File: src/rtl/pipelined_addsub_pkg.sv
// Shared definitions for the pipelined adder/subtractor: default geometry,
// per-stage control layout, flag positions and the full-adder / overflow helpers.
package pipelined_addsub_pkg;

  localparam int DEF_WIDTH  = 32;
  localparam int DEF_STAGES = 4;
  localparam int CW         = DEF_WIDTH / DEF_STAGES;

  localparam int FLAG_COUT  = 0;
  localparam int FLAG_OVF   = 1;
  localparam int FLAG_ZERO  = 2;
  localparam int NUM_FLAGS  = 3;

  // Fixed-width part of a stage register; the partial sum and the not yet
  // consumed operand bits are WIDTH-dependent and sit beside it in the top.
  typedef struct packed {
    logic valid;
    logic carry;
    logic a_msb;
    logic b_msb;
  } stage_ctl_t;

  function automatic logic [1:0] full_add(input logic x, input logic y, input logic c);
    full_add = {(x & y) | (c & (x ^ y)), x ^ y ^ c};
  endfunction

  function automatic logic signed_ovf(input logic a_msb, input logic b_msb,
                                      input logic sum_msb);
    signed_ovf = (a_msb == b_msb) && (sum_msb != a_msb);
  endfunction

endpackage

File: src/rtl/pipelined_addsub_chunk.sv
// CHUNK_W-bit ripple-carry adder built from a chain of 1-bit full-adder cells.
module addsub_chunk
  import pipelined_addsub_pkg::*;
#(
  parameter int CHUNK_W = CW
) (
  input  logic [CHUNK_W-1:0] a,
  input  logic [CHUNK_W-1:0] b,
  input  logic               ci,
  output logic [CHUNK_W-1:0] s,
  output logic               co
);

  logic [CHUNK_W-1:0] sum_s;
  logic               carry_s;
  logic [1:0]         fa_s;

  // Ripple the carry through one full-adder cell per bit
  always_comb begin
    sum_s   = {CHUNK_W{1'b0}};
    carry_s = ci;
    fa_s    = 2'b00;
    for (int i = 0; i < CHUNK_W; i++) begin
      fa_s     = full_add(a[i], b[i], carry_s);
      sum_s[i] = fa_s[0];
      carry_s  = fa_s[1];
    end
  end

  assign s  = sum_s;
  assign co = carry_s;

endmodule

File: src/rtl/pipelined_addsub.sv
// Pipelined two's-complement adder/subtractor: stage s adds chunk s and hands its
// carry, the partial sum and the untouched operand bits to stage s+1. STAGES >= 2.
module pipelined_addsub
  import pipelined_addsub_pkg::*;
#(
  parameter int WIDTH  = DEF_WIDTH,
  parameter int STAGES = DEF_STAGES
) (
  input  logic             clk,
  input  logic             rst_n,
  input  logic             flush,
  input  logic             in_valid,
  output logic             in_ready,
  input  logic [WIDTH-1:0] a,
  input  logic [WIDTH-1:0] b,
  input  logic             sub,
  input  logic             cin,
  output logic             out_valid,
  input  logic             out_ready,
  output logic [WIDTH-1:0] sum,
  output logic             cout,
  output logic             ovf,
  output logic             zero
);

  localparam int CWL = WIDTH / STAGES;

  logic                 en_s;
  logic                 take_s;
  logic                 rst_done_r;
  logic                 out_valid_r;
  logic [WIDTH-1:0]     b_eff_s;
  logic [WIDTH-1:0]     sum_r;
  logic [NUM_FLAGS-1:0] flags_r;

  // Values entering each stage: stage 0 from the ports, later ones from registers
  stage_ctl_t       ctl_in    [STAGES];
  logic [WIDTH-1:0] a_in      [STAGES];
  logic [WIDTH-1:0] b_in      [STAGES];
  logic [WIDTH-1:0] ps_in     [STAGES];
  logic [WIDTH-1:0] ps_next   [STAGES];
  logic [CWL-1:0]   chunk_sum [STAGES];
  logic             chunk_co  [STAGES];

  // in_ready stays low until the first clock edge after reset release
  always_ff @(posedge clk or negedge rst_n) begin
    if (!rst_n) begin
      rst_done_r <= 1'b0;
    end else begin
      rst_done_r <= 1'b1;
    end
  end

  // The whole pipeline moves as one; a stalled output freezes every stage
  assign en_s     = !out_valid_r || out_ready;
  assign in_ready = en_s && rst_done_r;
  assign take_s   = in_valid && in_ready;
  assign b_eff_s  = sub ? ~b : b;

  assign ctl_in[0] = '{valid: take_s,
                       carry: (sub ? 1'b1 : cin),
                       a_msb: a[WIDTH-1],
                       b_msb: b_eff_s[WIDTH-1]};
  assign a_in[0]   = a;
  assign b_in[0]   = b_eff_s;
  assign ps_in[0]  = {WIDTH{1'b0}};

  for (genvar s = 0; s < STAGES; s++) begin : g_stage
    addsub_chunk #(.CHUNK_W(CWL)) u_chunk (
      .a  (a_in[s][s*CWL +: CWL]),
      .b  (b_in[s][s*CWL +: CWL]),
      .ci (ctl_in[s].carry),
      .s  (chunk_sum[s]),
      .co (chunk_co[s])
    );

    assign ps_next[s] = ps_in[s] | ({{(WIDTH-CWL){1'b0}}, chunk_sum[s]} << (s*CWL));

    if (s < STAGES-1) begin : g_mid
      // Consumed operand bits are zeroed so only the still-needed upper part is carried
      localparam logic [WIDTH-1:0] KEEP = {WIDTH{1'b1}} << ((s+1)*CWL);

      stage_ctl_t       ctl_r;
      logic [WIDTH-1:0] ps_r;
      logic [WIDTH-1:0] a_r;
      logic [WIDTH-1:0] b_r;

      // Intermediate stage register; flush only kills the valid bit
      always_ff @(posedge clk or negedge rst_n) begin
        if (!rst_n) begin
          ctl_r <= '{valid: 1'b0, carry: 1'b0, a_msb: 1'b0, b_msb: 1'b0};
          ps_r  <= {WIDTH{1'b0}};
          a_r   <= {WIDTH{1'b0}};
          b_r   <= {WIDTH{1'b0}};
        end else if (flush) begin
          ctl_r.valid <= 1'b0;
        end else if (en_s) begin
          ctl_r <= '{valid: ctl_in[s].valid,
                     carry: chunk_co[s],
                     a_msb: ctl_in[s].a_msb,
                     b_msb: ctl_in[s].b_msb};
          ps_r  <= ps_next[s];
          a_r   <= a_in[s] & KEEP;
          b_r   <= b_in[s] & KEEP;
        end
      end

      assign ctl_in[s+1] = ctl_r;
      assign ps_in[s+1]  = ps_r;
      assign a_in[s+1]   = a_r;
      assign b_in[s+1]   = b_r;
    end else begin : g_last
      // Final stage doubles as the output register and derives the flags
      always_ff @(posedge clk or negedge rst_n) begin
        if (!rst_n) begin
          out_valid_r <= 1'b0;
          sum_r       <= {WIDTH{1'b0}};
          flags_r     <= {NUM_FLAGS{1'b0}};
        end else if (flush) begin
          out_valid_r <= 1'b0;
        end else if (en_s) begin
          out_valid_r        <= ctl_in[s].valid;
          sum_r              <= ps_next[s];
          flags_r[FLAG_COUT] <= chunk_co[s];
          flags_r[FLAG_OVF]  <= signed_ovf(ctl_in[s].a_msb, ctl_in[s].b_msb,
                                           ps_next[s][WIDTH-1]);
          flags_r[FLAG_ZERO] <= (ps_next[s] == {WIDTH{1'b0}});
        end
      end
    end
  end

  assign out_valid = out_valid_r;
  assign sum       = sum_r;
  assign cout      = flags_r[FLAG_COUT];
  assign ovf       = flags_r[FLAG_OVF];
  assign zero      = flags_r[FLAG_ZERO];

endmodule

File: config.mk
export PLATFORM = sky130hd
export DESIGN_NAME = pipelined_addsub
export DESIGN_NICKNAME = d
export VERILOG_FILES = /design/src/rtl/pipelined_addsub_pkg.sv /design/src/rtl/pipelined_addsub_chunk.sv /design/src/rtl/pipelined_addsub.sv
export SDC_FILE = /design/constraint.sdc
export NUM_CORES = 1
export LEC_CHECK = 0
export CAP_MARGIN = 30
export CORE_ASPECT_RATIO = 0.9
export CORE_MARGIN = 10
export CORE_UTILIZATION = 40
export DETAILED_ROUTE_END_ITERATION = 6
export GPL_TIMING_DRIVEN = 0
export HOLD_SLACK_MARGIN = 0.02
export SYNTH_ARGS = -nofsm -noshare
export SYNTH_HDL_FRONTEND = slang
export SYNTH_SLANG_ARGS = --single-unit
File: constraint.sdc
create_clock -name clk -period 3.9 [get_ports clk]
set_input_delay 0.585 -clock clk [delete_from_list [all_inputs] [get_ports clk]]
set_output_delay 0.585 -clock clk [all_outputs]
set_load 0.005 [all_outputs]
==> results.md <==
- Setup crit start: a[1]
- Critical-path top delay cell: clkdlybuf4s50_1
- Worst Max-Slew Pin Slew: a little over 0.7 ns
- Iteration-0 DRC Markers: about 250
- Share of the synthesized area in the top cell type: between 50% and 60%
- Seq/Total Area, Yosys: 57.6%
- TritonCTS clock tree: built
- Clock buffer count from CTS: 17
- Max VDD drop: ~0.00034 V
- FMAX: between 200 and 300 MHz
- Syn Nets: between 600 and 700
- Root Buffer: clkbuf_16
- Crit path top cell by count: fa_2
- Avg Cell Area, Syn: between 10 and 15 um^2
- Hold Fails Final Rpt: 0
- Tightest Hold Check Type: in2async
- Grt ovf: 0
- Ant. Diodes: 0
- H-Tree Depth: 4
- Cells after Synth: around 570
- Pleak: roughly 4.3 nW
- Synth area leaders: dfrtp_1 58%, mux2_2 20%, fa_1 7.9%
- DP Worst Slack: -0.812 ns
- Max incr delay on CP: 0.45 ns
- Layout area overhead: 27.0%
- GR Util All Layers: ~15%
- Crit path kind: in2reg
- Row cnt: 49
- DR WL/cell: between 15 and 20 um
- Placer Congestion: just under 0.8
- Worst r2r src: g_stage[0].g_mid.a_r[8]
- Hold Worst Slack: between 0.1 and 0.15 ns
- Yosys reg bits: approximately 190
- Nets: around 800
- Fill count: about 1,700
- Status: complete, no violations
- Dpl hpwl: ~14,000 um
- Synthesized cell area: 8120 um^2
- Clk_lat worst skew: 0.43 ns
- Final cycle utilization of the critical path: 97.8%
- Initial antenna violation count: 0
- Max Cap Viol: 0
- Core ar.: ~20,000 um^2
- Die Width: ~170 um
- Final setup violation count: 0
- Final Cell Area: ~10,000 um^2
- Relative slew margins: about 52%
- Post-layout minimum cycle time: 3.81 ns
- DP Area: 9570 um^2
- Clk slew on worst S/H paths: 0.07 ns
- Routed Antenna Nets: 0
- Clock Sinks: approximately 190
- Synth area leader: dfrtp_1
- CP endpoint kind: register
- Die area: roughly 26,000 um^2
- Residual DRC: 0
- RSZ-0062 raised after global routing: no
- Crit path cell chain: clkdlybuf4s50_1 -> inv_1 -> fa_2 -> fa_2 -> fa_2 -> fa_2 -> fa_2 -> fa_2 -> inv_2 -> fa_1 -> mux2_4
- Final WS setup: roughly 0.085 ns
- WL final: about 19,000 um
- Crit Path Max Fanout: 1
- CP Launch Type: primary input
- Pwr dens: around 610 nW/um^2
- Wire length of the first global-routing pass: between 20,000 and 30,000 um
- Clk buf depth: 2
- PortBufs: 106
- Vias in the first global route: roughly 5,400
- Die height: roughly 160 um
- Top-level port count: around 110
- Critical path arrival: between 4 and 5 ns
- Synth unique cells: 29
- Initial Util: just over 40%
- Ys Warns: 0
- Vias per inst: 4.98
- Vias: around 4,800
- Critical path data required time: 4.22 ns
- Final Slew Violations: 0
- Largest net degree at the start of global routing: between 90 and 100
- Layout cells sized above 1: between 30 and 40%
- Initial DRT Pass Iterations: 4
- Clock Skew: around 0.011 ns
[per-stage QoR]
stage | total power [mW] | setup TNS, ns | util [%] | instances
floorplan | 3.50 | -0.388 | - | 572
global placement | 4.30 | -982.78 | 47.7 | 933
detailed placement | 4.36 | -1.40 | 47.9 | 934
CTS | 6.36 | -0.0988 | 51.4 | 967
global route | 6.65 | 0 | 51.6 | 967
finish | 6.29 | 0 | 51.6 | 967
[cells by family after synthesis]
logic type / Yosys count / share of synthesized area, %
DFF: 187 / 57.6
AOI/OAI and AO/OA: 81 / 5.16
muxes: 143 / 19.8
and+or+nand+nor: 24 / 1.83
other: 1 / 0.0462
buffers and inverters: 70 / 3.97
adders and majority gates: 33 / 8.04
xor gates and xnor gates: 33 / 3.56
[cells in the final DEF, fill, tap and decap left out, types with 6 or more instances in the layout]
cell             Yosys  routed
clkdlybuf4s50_1      0     101
fa_1                32      18
buf_2               15      14
fa_2                 0      14
bufinv_16            0       6
o21ai_0             76      76
clkbuf_1            12      12
xnor2_1             28      27
inv_1               37      34
clkbuf_16            0      17
mux2_2             141     140
dfrtp_1            187     187
[cell usage after synthesis]
cell type	number
dfrtp_1	187
mux2_2	141
o21ai_0	76
inv_1	37
fa_1	32
xnor2_1	28
buf_2	15
clkbuf_1	12
buf_6	5
nor2_1	5
nor4_1	5
xor2_1	5
a21oi_1	3
mux2i_1	2
nand2_1	2
nand4_1	2
nor3_1	2
nor4b_1	2
buf_4	1
conb_1	1
ha_1	1
nand3b_1	1
nor2_4	1
nor2b_1	1
nor2b_4	1
o31ai_1	1
o41ai_2	1
or2_1	1
or2_2	1
[repair_timing]
action | in CTS | in global routing
pin swaps | 10 | 8
setup endpoints to repair | 1 | 6
hold buffers | 0 | 0
setup buffers | 2 | 0
resized for setup | 15 | 12
[critical path: cells and delay by family]
kind                     cells  cell delay (ns)
adder cells (fa/ha/maj)      7             2.71
buffers and inverters        3             0.57
multiplexers                 1             0.27
[where the power goes]
part / internal [mW] / switching (mW)
clock network: 1.22 / 0.749
registers: 2.46 / 0.363
logic: 0.923 / 0.572
total: 4.61 / 1.68
[flip-flops by register name, indices dropped and copies added (netlist names)]
register / count
ctl_in: 12
flags_r: 3
g_stage.g_mid.a_r: 45
g_stage.g_mid.b_r: 45
g_stage.g_mid.ps_r: 48
out_valid: 1
rst_done_r: 1
sum: 32
[area by class of cell]
class / instances / area, um^2 / share of cell area [%]
buffer: 32 / 201 / 1.95
clock buffer: 18 / 439 / 4.26
clock inverter: 14 / 240 / 2.33
inverter: 37 / 139 / 1.35
multi-input combinational: 315 / 3200 / 31.0
sequential: 187 / 4680 / 45.4
tap: 255 / 319 / 3.09
timing repair buffer: 109 / 1100 / 10.7
[final timing paths]
check	to	slack (ns)	cells after the start
setup / recovery	g_stage[0].g_mid.ps_r[7]	0.09	11
hold / removal	sum[11]	0.13	1
setup reg to reg	g_stage[1].g_mid.ps_r[15]	0.19	13
hold reg to reg	g_stage[1].g_mid.a_r[26]	0.50	1
max in group asynchronous	g_stage[0].g_mid.b_r[16]	2.85	2
min in group clk	g_stage[1].g_mid.a_r[26]	0.50	1
[per-layer routing]
metal	global-route usage (%)	vias to the layer above	wire (um)
li1	-	2199	-
met1	19.1	2512	8630
met2	23.8	94	8950
met3	4.63	11	955
met4	3.38	0	138
met5	0	-	0
Note: power is estimated with default switching activity, not from simulation.
